==> config.mk <==
export PLATFORM = sky130hd
export DESIGN_NAME = clb_cfg_loader
export DESIGN_NICKNAME = d
export VERILOG_FILES = /design/src/rtl/clb_cfg_pkg.sv /design/src/rtl/clb_cfg_loader.sv
export SDC_FILE = /design/constraint.sdc
export NUM_CORES = 1
export LEC_CHECK = 0
export CORE_MARGIN = 1
export CORE_UTILIZATION = 55
export DETAILED_ROUTE_END_ITERATION = 8
export GPL_ROUTABILITY_DRIVEN = 0
export PLACE_DENSITY_LB_ADDON = 0.12
export SYNTH_ARGS = -nofsm -noshare
export SYNTH_HDL_FRONTEND = slang
export SYNTH_SLANG_ARGS = --single-unit
==> constraint.sdc <==
create_clock -name clk -period 20.5 [get_ports clk]
set_input_delay 3.075 -clock clk [delete_from_list [all_inputs] [get_ports clk]]
set_output_delay 3.075 -clock clk [all_outputs]
set_load 0.02 [all_outputs]
==> src/rtl/clb_cfg_pkg.sv <==
// Shared definitions for the CLB configuration loader, its testbenches and bitstream tools.
package clb_cfg_pkg;

  localparam int unsigned CFG_SIZE_DEF = 256;
  localparam int unsigned WORD_W_DEF   = 8;

  // Bit offsets of the CLB configuration fields within cfg
  localparam int unsigned LUT_OFS  = 0;
  localparam int unsigned DFF_OFS  = 132;
  localparam int unsigned OMUX_OFS = 140;
  localparam int unsigned CC_OFS   = 148;

  typedef enum logic [1:0] {
    ST_IDLE  = 2'd0,
    ST_LOAD  = 2'd1,
    ST_CHECK = 2'd2
  } state_t;

  function automatic int unsigned nwords(input int unsigned cfg_size, input int unsigned word_w);
    return (cfg_size + word_w - 1) / word_w;
  endfunction

endpackage

==> src/rtl/clb_cfg_loader.sv <==
// Word-serial CLB configuration loader: shadow assembly, XOR checksum, atomic commit to cfg.
module clb_cfg_loader
  import clb_cfg_pkg::*;
#(
  parameter int unsigned CFG_SIZE = CFG_SIZE_DEF,
  parameter int unsigned WORD_W   = WORD_W_DEF
) (
  input  logic                clk,
  input  logic                crst,
  input  logic                start,
  input  logic                in_valid,
  input  logic [WORD_W-1:0]   in_data,
  output logic                in_ready,
  output logic [CFG_SIZE-1:0] cfg,
  output logic                cfg_valid,
  output logic                busy,
  output logic                done,
  output logic                err
);

  localparam int unsigned NWORDS = nwords(CFG_SIZE, WORD_W);
  localparam int unsigned CNT_W  = (NWORDS > 1) ? $clog2(NWORDS) : 1;
  localparam logic [CNT_W-1:0]    LAST_CNT = CNT_W'(NWORDS - 1);
  localparam logic [CFG_SIZE-1:0] WORD_MASK = CFG_SIZE'({WORD_W{1'b1}});

  state_t              state;
  logic [CNT_W-1:0]    cnt;
  logic [WORD_W-1:0]   acc;
  logic [CFG_SIZE-1:0] shadow;
  logic [CFG_SIZE-1:0] shadow_wr;
  logic [31:0]         bit_ofs;
  logic                commit_pend;
  logic                err_pend;
  logic                hs;

  assign in_ready = (state == ST_LOAD) || (state == ST_CHECK);
  assign busy     = in_ready;
  assign hs       = in_valid & in_ready;

  // Shifting past CFG_SIZE drops the ragged-tail bits of the last word
  always_comb begin
    bit_ofs   = WORD_W * 32'(cnt);
    shadow_wr = (shadow & ~(WORD_MASK << bit_ofs)) | (CFG_SIZE'(in_data) << bit_ofs);
  end

  always_ff @(posedge clk or posedge crst) begin
    if (crst) begin
      state       <= ST_IDLE;
      cnt         <= '0;
      acc         <= '0;
      shadow      <= '0;
      cfg         <= '0;
      cfg_valid   <= 1'b0;
      done        <= 1'b0;
      err         <= 1'b0;
      commit_pend <= 1'b0;
      err_pend    <= 1'b0;
    end else begin
      done        <= 1'b0;
      commit_pend <= 1'b0;
      err_pend    <= 1'b0;

      // The checksum verdict lands one edge after the checksum handshake
      if (commit_pend) begin
        cfg       <= shadow;
        cfg_valid <= 1'b1;
        done      <= 1'b1;
      end

      if (start) begin
        state <= ST_LOAD;
        cnt   <= '0;
        acc   <= '0;
        err   <= 1'b0;
      end else begin
        if (err_pend) begin
          err <= 1'b1;
        end
        case (state)
          ST_LOAD: begin
            if (hs) begin
              shadow <= shadow_wr;
              acc    <= acc ^ in_data;
              cnt    <= cnt + 1'b1;
              if (cnt == LAST_CNT) begin
                state <= ST_CHECK;
              end
            end
          end
          ST_CHECK: begin
            if (hs) begin
              if (in_data == acc) begin
                commit_pend <= 1'b1;
              end else begin
                err_pend <= 1'b1;
              end
              state <= ST_IDLE;
            end
          end
          default: ;
        endcase
      end
    end
  end

endmodule

==> impl_metrics.yaml <==
outcome:
  status: "finished with violations"
  failed_checks: "DRC"
layout:
  final_nets: 1574
  fill_cells: 2469
  fin_area_sq_um: 24750
  syn2layout_area_growth_pct: 24.09
  drive_gt1_frac: 0.2409
  antenna_cells: 0
worst_setup_path:
  r2r-start: "state[1]"
  slowest_stage: "and4b_1"
  crit_family: "simple AND/OR/NAND/NOR gates"
  r2r-end: "shadow[237]"
  worstPathCellList: "clkdlybuf4s50_1 -> and4b_1 -> nand2_1 -> o2bb2ai_1"
  cp_num_buf_inv: 1
  cp.required_ns: 20.95
  worstPathArrival_ns: 6.12
  critPathCaptureType: "flop"
  cp_max_fo: 24
  reg2reg_depth: 5
  cp-start-kind: "input pin"
  slowest_delay_ns: 0.99
  worstSetupPathType: "input pin to flop"
  reg2reg_slack_ns: 17.23
sta:
  slew_headroom: 0.2467
  rsz0062_at_grt: "false"
  fmax_mhz: 176.3
  fin_tns_setup_ns: 0
  period_needed_ns: 5.671
  setup_violations: 0
  report.final.slew_viol_count: 0
  finalHoldViolations: 0
  finalClockSkew_ns: 0.01803
  tightest_slew_ns: 1.130
  post-route-period-util: 0.2766
clock_network:
  clk-insertion-delay-late_ns: 0.56
  ctsResizeCount: 0
  cts_root_buffer: "clkbuf_16"
  ctsHoldBuffers: 0
  clkTransAtPathRegs_ns: 0.06
  tritoncts: "built"
  post_cts_buffers: 0
  cts_made_buffers: 51
  h-tree-depth: 2
  clock_path_buffers: 3
  clock-sinks: 532
power_and_ir_drop:
  cellLeakagePower_nw: 11.29
  ir_worst_vdd_v: 0.00005865
  power_density_nw_per_um2: 88.12
synth:
  netlist_instances: 1301
  synthArstFlopShare: 1.000
  ys_warn_count: 0
  synth.avg_cell_area_sq_um: 15.33
  synth_cell_type_count: 34
  yosys.area_share.simple: 0.03876
  synth-edff-count: 0
  syn_nets: 1322
  synth_mux_area_frac: 0.1461
  ys.flop_type: "dfrtp_1"
  synth_compound_area_frac: 0.1147
  synthAdderAreaFrac: 0.005645
  synth_xor_area_frac: 0.007464
  yosysSeqAreaShare: 0.6674
  synth_top_family_by_area: "multiplexers"
  ys_ff_latch: 532
  netlist_area_sq_um: 19950
floorplanning:
  core_area_sq_um: 35660
  io_pins: 273
  die-width_microns: 192.4
  dieHeight_microns: 192.4
  std_cell_rows: 69
  die_area_sq_um: 37040
  start_util: 0.5595
drt:
  detail_route.vias_per_cell: 5.941
  dr.pass1.iters: 7
  drcViolationCount: 37
  wl_per_cell_microns: 23.52
  wl_microns: 48330
  via_count: 12209
  ant_nets: 0
  drtIter0Drc: 795
global_route:
  grt_pass1_wl_microns: 74930
  grt_pass1_vias: 12303
  grt_max_degree: 188
  grt_remaining_overflow: 0
  antenna_found_initial: 0
  grt_use_total: 0.2679
min_path:
  hold_path_end: "cfg_valid"
  hold-path-cell-count: 1
  holdCritPathClass: "flop to flop"
  min_from: "cfg_valid"
place:
  place_area_sq_um: 22970
  place.detailed.hpwl_microns: 30860
  port_buffers: 272
flow_run:
  cap_viol_max_count: 0
==> per-stage QoR <==
stage          hold WS [ns]    util  setup WS [ns]  instances  power, mW
2_1_floorplan        0.3519       -          2.558       1301      1.183
3_3_place_gp         0.4576  0.6442          14.39       1961      1.217
3_5_place_dp         0.4498  0.6442          14.26       1961      1.219
4_1_cts              0.4772  0.6942          14.83       2055      2.197
5_1_grt              0.4916  0.6942          14.53       2055      2.252
6_report             0.4680  0.6942          14.83       2055      2.181
==> cells in the mapped netlist (all sizes together), types with 2 or more instances <==
| cell | n | area share |
|---|---|---|
| nor2b | 4 | 0.0013 |
| dfrtp | 532 | 0.67 |
| or2 | 2 | 0.00063 |
| nand2 | 53 | 0.010 |
| nor4 | 2 | 0.00063 |
| nor2 | 15 | 0.0029 |
| and3b | 3 | 0.0013 |
| a21oi | 4 | 0.0010 |
| mux2i | 2 | 0.0010 |
| and3 | 2 | 0.00063 |
| mux2 | 257 | 0.15 |
| nand4b | 9 | 0.0040 |
| o21ai | 2 | 0.00050 |
| buf | 49 | 0.013 |
| o2bb2ai | 256 | 0.11 |
| clkbuf | 32 | 0.0060 |
| ha | 9 | 0.0056 |
| nor3b | 2 | 0.00075 |
| inv | 7 | 0.0013 |
| xor2 | 16 | 0.0070 |
| nand3 | 34 | 0.014 |
==> logic make-up (layout without fill, tap and decap cells) <==
kind of cell,count (synthesis),count (layout)
and+or+nand+nor,132,132
muxes,259,259
xor gates and xnor gates,17,17
adders and majority gates,9,9
AOI/OAI and AO/OA,264,264
buffers and inverters,88,381
DFF,532,532
==> sequential cells by signal, summed over array words and instances, names as in the netlist, 2 cells and up <==
signal	count
state	2
shadow	256
cnt	5
acc	8
cfg	256
==> per-layer routing <==
metal	track usage	wire, microns	share of wire
met5	0	0	0
met4	0.06632	992	0.021
met3	0.03946	2955	0.061
met2	0.3936	21770	0.45
met1	0.4204	22600	0.47
==> how the worst max path moves through the flow <==
stage          startpoint     endpoint  slack [ns]  depth (start not counted)
4_1_cts          in_valid  shadow[132]       14.83                          4
6_report         in_valid  shadow[237]       14.83                          4
3_3_place_gp         crst     cfg[144]       14.39                          4
2_1_floorplan        crst       acc[0]        2.56                          1
3_5_place_dp     in_valid  shadow[237]       14.26                          4
5_1_grt              crst     cfg[104]       14.53                          4
==> power breakdown <==
part,leakage (nW),switching (mW),internal (mW)
clock network,0.884,0.392,0.589
logic,3.01,0.0700,0.0313
registers,7.39,0.0199,1.08
==> cell type report <==
| class | instances | area (sq um) | share of cell area |
|---|---|---|---|
| clock buffers | 68 | 1460 | 0.05899 |
| clock inverters | 26 | 324.1 | 0.01309 |
| inverters | 7 | 33.78 | 0.001365 |
| multi-input cells | 681 | 6247 | 0.2524 |
| flip-flops and latches | 532 | 13320 | 0.5380 |
| well taps | 461 | 576.8 | 0.02330 |
| repair buffers | 280 | 2795 | 0.1129 |
==> layout by cell type (no fill, tap or decap), drive strengths merged <==
master         synthesis  layout
o2bb2ai              256     256
and4b                  1       1
clkinv                 0      14
bufinv                 0       7
or2                    2       2
nor3                   1       1
a21oi                  4       4
nor3b                  2       2
buf                   49       8
nor2b                  4       4
ha                     9       9
nor2                  15      15
o21ai                  2       2
clkbuf                32      68
nand4b                 9       9
mux2i                  2       2
a31o                   1       1
nand2                 53      53
dfrtp                532     532
and3                   2       2
nand3                 34      34
nand3b                 1       1
clkdlybuf4s50          0     272
a21o                   1       1
and3b                  3       3
mux2                 257     257
inv                    7       9
nor4bb                 1       1
or3                    1       1
nor4                   2       2
xnor2                  1       1
xor2                  16      16
and4bb                 1       1
clkinvlp               0       3
==> worst reg2reg max path, cell delays in order, from the launching register on <==
cell and delay, ns:
dfrtp_1 0.40, inv_1 0.09, ha_1 0.41, and4b_1 0.97, nand2_1 0.88, o2bb2ai_1 0.42
Power figures use the tool's default switching activity.
